**src/rtl/rab_inv_range_ctrl.sv**
```systemverilog
// RAB range-invalidate controller: AXI-Lite Lo/Hi capture, single-cycle L1 clear, sequential L2 sweep.
// Optional RAB_INV_HIT_CNT_EN adds a saturating InvCnt_DO count of issued clears.
module rab_inv_range_ctrl #(
   parameter int unsigned AW               = 32,
   parameter int unsigned N_SLICES         = 16,
   parameter int unsigned L2_N_SETS        = 32,
   parameter int unsigned L2_N_SET_ENTRIES = 32,
   parameter int unsigned PG_BITS          = 12
) (
   input  logic                                              Clk_CI,
   input  logic                                              Rst_RI,
   input  logic [AW-1:0]                                     AwAddr_DI,
   input  logic                                              AwValid_SI,
   output logic                                              AwReady_SO,
   input  logic [AW-1:0]                                     WData_DI,
   input  logic                                              WValid_SI,
   output logic                                              WReady_SO,
   output logic [1:0]                                        BResp_DO,
   output logic                                              BValid_SO,
   input  logic                                              BReady_SI,
   input  logic [N_SLICES*AW-1:0]                            L1First_DI,
   input  logic [N_SLICES*AW-1:0]                            L1Last_DI,
   output logic [N_SLICES-1:0]                               L1Inv_SO,
   output logic [$clog2(L2_N_SETS*L2_N_SET_ENTRIES)-1:0]     L2Addr_DO,
   output logic                                              L2Rd_SO,
   input  logic [AW-PG_BITS-1:0]                             L2RdVpn_DI,
   input  logic                                              L2RdValid_DI,
   output logic                                              L2ClrValid_SO,
`ifdef RAB_INV_HIT_CNT_EN
   output logic [15:0]                                       InvCnt_DO,
`endif
   output logic                                              Busy_SO
);

   localparam int unsigned N_ENTRIES = L2_N_SETS * L2_N_SET_ENTRIES;
   localparam int unsigned IW        = $clog2(N_ENTRIES);
   localparam logic [IW-1:0] LAST_IDX = IW'(N_ENTRIES - 1);
   localparam logic [1:0] RESP_OKAY   = 2'b00;
   localparam logic [1:0] RESP_SLVERR = 2'b10;

   typedef enum logic [2:0] {S_IDLE, S_L1, S_L2_RD, S_L2_CMP, S_RESP} state_t;

   state_t          state_q, state_d;
   logic            aw_held_q, w_held_q;
   logic [7:0]      awaddr_q;
   logic [AW-1:0]   wdata_q;
   logic [AW-1:0]   lo_q, lo_d, hi_q, hi_d;
   logic [IW-1:0]   idx_q, idx_d;
   logic [1:0]      bresp_q, bresp_d;
   logic            exec;
   logic            aw_rdy, w_rdy;
   logic            unused_addr;

   assign unused_addr = ^AwAddr_DI[AW-1:8];

   // Readies are masked during reset so every output reads 0 while Rst_RI is high.
   assign aw_rdy     = !Rst_RI && (state_q == S_IDLE) && !aw_held_q;
   assign w_rdy      = !Rst_RI && (state_q == S_IDLE) && !w_held_q;
   assign AwReady_SO = aw_rdy;
   assign WReady_SO  = w_rdy;
   assign BResp_DO   = (state_q == S_RESP) ? bresp_q : 2'b00;
   assign L2Addr_DO  = idx_q;
   assign Busy_SO    = (state_q != S_IDLE);

   always_ff @(posedge Clk_CI or posedge Rst_RI) begin
      if (Rst_RI) begin
         state_q   <= S_IDLE;
         aw_held_q <= 1'b0;
         w_held_q  <= 1'b0;
         awaddr_q  <= '0;
         wdata_q   <= '0;
         lo_q      <= '0;
         hi_q      <= '0;
         idx_q     <= '0;
         bresp_q   <= '0;
      end else begin
         state_q <= state_d;
         lo_q    <= lo_d;
         hi_q    <= hi_d;
         idx_q   <= idx_d;
         bresp_q <= bresp_d;
         if (exec) begin
            aw_held_q <= 1'b0;
            w_held_q  <= 1'b0;
         end else begin
            if (AwValid_SI && aw_rdy) begin
               aw_held_q <= 1'b1;
               awaddr_q  <= AwAddr_DI[7:0];
            end
            if (WValid_SI && w_rdy) begin
               w_held_q <= 1'b1;
               wdata_q  <= WData_DI;
            end
         end
      end
   end

   always_comb begin
      state_d       = state_q;
      lo_d          = lo_q;
      hi_d          = hi_q;
      idx_d         = idx_q;
      bresp_d       = bresp_q;
      exec          = 1'b0;
      L1Inv_SO      = '0;
      L2Rd_SO       = 1'b0;
      L2ClrValid_SO = 1'b0;
      BValid_SO     = 1'b0;
      unique case (state_q)
         S_IDLE: begin
            if (aw_held_q && w_held_q) begin
               exec    = 1'b1;
               bresp_d = RESP_OKAY;
               idx_d   = '0;
               case (awaddr_q)
                  8'h10: begin
                     lo_d    = wdata_q;
                     state_d = S_RESP;
                  end
                  8'h18: begin
                     hi_d = wdata_q;
                     if (wdata_q < lo_q) begin
                        bresp_d = RESP_SLVERR;
                        state_d = S_RESP;
                     end else begin
                        state_d = S_L1;
                     end
                  end
                  default: state_d = S_RESP;
               endcase
            end
         end
         S_L1: begin
            for (int unsigned i = 0; i < N_SLICES; i++) begin
               L1Inv_SO[i] = (L1First_DI[i*AW +: AW] <= hi_q) && (L1Last_DI[i*AW +: AW] >= lo_q);
            end
            state_d = S_L2_RD;
         end
         S_L2_RD: begin
            L2Rd_SO = 1'b1;
            state_d = S_L2_CMP;
         end
         S_L2_CMP: begin
            L2ClrValid_SO = L2RdValid_DI
                            && (L2RdVpn_DI >= lo_q[AW-1:PG_BITS])
                            && (L2RdVpn_DI <= hi_q[AW-1:PG_BITS]);
            if (idx_q == LAST_IDX) begin
               idx_d   = '0;
               state_d = S_RESP;
            end else begin
               idx_d   = idx_q + 1'b1;
               state_d = S_L2_RD;
            end
         end
         S_RESP: begin
            BValid_SO = 1'b1;
            if (BReady_SI) state_d = S_IDLE;
         end
         default: state_d = S_IDLE;
      endcase
   end

`ifdef RAB_INV_HIT_CNT_EN
   logic [15:0] cnt_q, cnt_add;
   logic [16:0] cnt_sum;

   always_comb begin
      cnt_add = 16'(L2ClrValid_SO);
      for (int unsigned i = 0; i < N_SLICES; i++) begin
         cnt_add = cnt_add + 16'(L1Inv_SO[i]);
      end
      cnt_sum = 17'(cnt_q) + 17'(cnt_add);
   end

   always_ff @(posedge Clk_CI or posedge Rst_RI) begin
      if (Rst_RI) cnt_q <= '0;
      else        cnt_q <= cnt_sum[16] ? 16'hFFFF : cnt_sum[15:0];
   end

   assign InvCnt_DO = cnt_q;
`endif

endmodule

```
**config.mk**
```make
export PLATFORM = sky130hd
export DESIGN_NAME = rab_inv_range_ctrl
export DESIGN_NICKNAME = d
export VERILOG_FILES = /design/src/rtl/rab_inv_range_ctrl.sv
export SDC_FILE = /design/constraint.sdc
export NUM_CORES = 2
export LEC_CHECK = 0
export CAP_MARGIN = 20
export CORE_AREA = 4 4 451 453
export CTS_CLUSTER_DIAMETER = 120
export DETAILED_ROUTE_END_ITERATION = 6
export DIE_AREA = 0 0 455 457
export GPL_ROUTABILITY_DRIVEN = 1
export MAX_ROUTING_LAYER = met4
export SKIP_LAST_GASP = 1
export SYNTH_ARGS = -nofsm -noshare
export SYNTH_HDL_FRONTEND = slang
export SYNTH_SLANG_ARGS = --single-unit
```
**constraint.sdc**
```tcl
create_clock -name Clk_CI -period 6.27 [get_ports Clk_CI]
set_input_delay 0.9405 -clock Clk_CI [delete_from_list [all_inputs] [get_ports Clk_CI]]
set_output_delay 0.9405 -clock Clk_CI [all_outputs]
set_load 0.1 [all_outputs]
```
==> results.toml <==
[route]
first_iter_violations = 1627
dr.pass1.iters = 6
dr_total_vias = 31900
wl_per_cell_um = 29.6
post-route-drc-count = 0
ant_nets = 0
drt-vias-per-instance = 4.41
routed_wirelength_um = 214000

[sta]
skew_ns = 0.0126
max_freq_ghz = 0.185
relSlewSlack = 0.273
layout_min_cycle_time_ns = 5.40
finalSetupTns_ns = 0
rsz0062_at_grt = "no"
hold_viol_final = 0
tightest_slew_ns = 1.09
whs_ns = 0.505
finalCritPeriodShare = 0.860
slew_violations = 0
finalSetupViolCount = 0

[synthesis]
syn_area_um2 = 28100
ys_async_sr_fraction = 1.00
syn_nets = 5455
ys_ff_latch = 120
synth.most_common_cell = "ha_1"
synth.distinct_cells = 70
postSynthAreaPerCell_um2 = 8.66
synth_top_area_frac = 0.488
synthSimpleGateAreaFrac = 0.152
yosys.area.top_type = "ha_1"
synth_edf_count = 0
synthFlopType = "dfrtp_1"
synth_top_family_by_area = "adder cells"
synth_mux_area_frac = 0.0168
synth_fa_ha_area_frac = 0.488
synth_xor_area_frac = 0.000935
synthCells = 3245
ys_top_cells_by_count = "ha_1, a21oi_1, nand2_1, o21ai_0, nand4_1"
synth_compound_area_frac = 0.216
synth_seq_area_share = 0.107
yosysWarnings = 0
yosys-top-cells-area = "ha_1, dfrtp_1, a21oi_1, o21ai_0, nand2_1"

[finish]
final_cells = 7229
fin_area_um2 = 44500
syn2layout_area_growth_pct = 58.2
post-route-util = 0.223
drive_above_1_share = 0.0597
fin_nets = 6706

[critical_path]
cp-end-kind = "output pin"
cp_top_family = "buffers and inverters"
slowest_delay_ns = 0.65
arrival_ns = 4.45
crit_type = "reg2out"
startpoint_type = "flip-flop"
cp_num_buf_inv = 4
cp_num_cells = 11
crit_chain = "inv_1, buf_4, ha_1, nand4_1, nor3_1, buf_4, o2111ai_1, a31oi_1, o21ai_0, a22oi_1, buf_12"
required_ns = 5.33
path_max_fanout = 12
cp_common_cell = "buf_4"
r2r_cells = 8
critPathSlowestCell = "inv_1"

[cts]
cts_buffer_depth = 2
cts_tree = "done"
cts_buffers = 17
cts.sinks = 120
worstSkewPairLatency_ns = 0.47
htree_levels = 4
cts_hold_buf = 0
cts_root_buf = "clkbuf_16"
postCtsSetupBuffers = 0
clkTransAtPathRegs_ns = 0.07
ctsResizeCount = 0

[global_routing]
antenna_found_initial = 82
grt_pass1_wl_um = 278000
grt_use_total = 0.202
globalRouteOverflowTotal = 0
grt_max_degree = 64
grt_pass1_vias = 33300

[run_status]
outcome = "completed"

[floorplan]
die_h_um = 457
ioPinCount = 1148
rows = 164
start_util = 0.141
die-area_um2 = 208000
core_region_area_um2 = 199000
dieWidth_um = 455

[place]
dp_cells = 7133
gp_congestion = 0.993
portBuffers = 1122
place_area_um2 = 43700
hpwl_um = 186000

[power_and_ir_drop]
p_leak_nw = 17.9
irDropWorstVdd_uv = 198
powerDensity_nw_per_um2 = 195

[job]
drv_cap = 0

[min_path]
hp-class = "reg2reg"
min_path_cells = 1
==> state kept, by name, summed over array words and instances, names as in the netlist <==
register   count
bresp_q        1
wdata_q       32
awaddr_q       8
lo_q          32
w_held_q       1
aw_held_q      1
state_q        3
L2Addr_DO     10
hi_q          32
==> worst register-to-register path, cell delays in order (launching register included) <==
cell	delay [ns]
dfrtp_1	0.37
inv_2	0.59
buf_4	0.32
ha_1	0.19
nand4_1	0.36
nor4_1	0.45
a311oi_1	0.22
and2_1	0.27
o31ai_1	0.21
==> final timing paths <==
check / from / end / slack, ns
setup / recovery: lo_q[23] / L1Inv_SO[10] / 0.87
hold / removal: awaddr_q[4] / awaddr_q[4] / 0.50
setup reg to reg: lo_q[15] / state_q[0] / 3.21
hold reg to reg: awaddr_q[4] / awaddr_q[4] / 0.50
max in group asynchronous: Rst_RI / wdata_q[12] / 4.01
min in group asynchronous: Rst_RI / aw_held_q / 1.01
==> cells by family (layout without fill, tap and decap cells) <==
kind of cell	count (synthesis)	in the layout
multiplexers	42	42
other	1	65
flip-flops	120	120
buffers and inverters	135	1399
adder cells (fa/ha/maj)	1096	1096
AO/OA/AOI/OAI	993	993
AND/OR/NAND/NOR	855	855
XOR/XNOR	3	3
==> metal layers <==
layer / share of wire / up-vias / routed length, um / GRT usage
met2: 0.54 / 1157 / 115000 / 0.385
met3: 0.052 / 250 / 11200 / 0.0349
met4: 0.043 / 0 / 9190 / 0.0796
met1: 0.37 / 15100 / 78300 / 0.201
met5: 0 / - / 0 / -
li1: - / 15400 / - / -
==> layout make-up <==
cell class | count | area, um2
diodes | 64 | 160
clock buffers | 17 | 425
clock inverters | 15 | 154
fillers | 21800 | 155000
inverters | 116 | 438
multi-input cells | 2990 | 24600
flip-flops and latches | 120 | 3000
well taps | 2656 | 3320
repair buffers | 1251 | 12300
==> power by group <==
part           internal, W  switching (W)
logic              0.00258        0.00382
registers          0.00100       0.000265
clock network     0.000528       0.000488
==> layout by cell type, fill, tap and decap left out, types with 21 or more instances in the layout <==
cell | synthesis | layout
nor3_1 | 56 | 55
nor2b_1 | 47 | 47
nand2_1 | 277 | 275
and3_1 | 21 | 21
inv_2 | 0 | 22
o21a_1 | 28 | 28
a21o_1 | 100 | 100
nor2_1 | 123 | 123
dfrtp_1 | 120 | 120
mux2_2 | 42 | 42
o211ai_1 | 39 | 39
o21ai_0 | 264 | 260
a211oi_1 | 75 | 71
ha_1 | 1096 | 1096
inv_1 | 116 | 91
a21oi_1 | 336 | 335
nand4_1 | 153 | 153
clkdlybuf4s50_1 | 0 | 1105
buf_4 | 4 | 134
diode_2 | 0 | 64
and4_1 | 22 | 22
nand3_1 | 82 | 82
nor4_1 | 23 | 21
==> metrics by stage <==
step	worst slack, ns	power [W]
6_report	0.875	0.00869
3_5_place_dp	0.498	0.00780
3_3_place_gp	-0.104	0.00766
4_1_cts	0.418	0.00887
2_1_floorplan	0.315	0.00448
5_1_grt	0.540	0.00951
No activity file was read; power rests on OpenSTA's default activity.
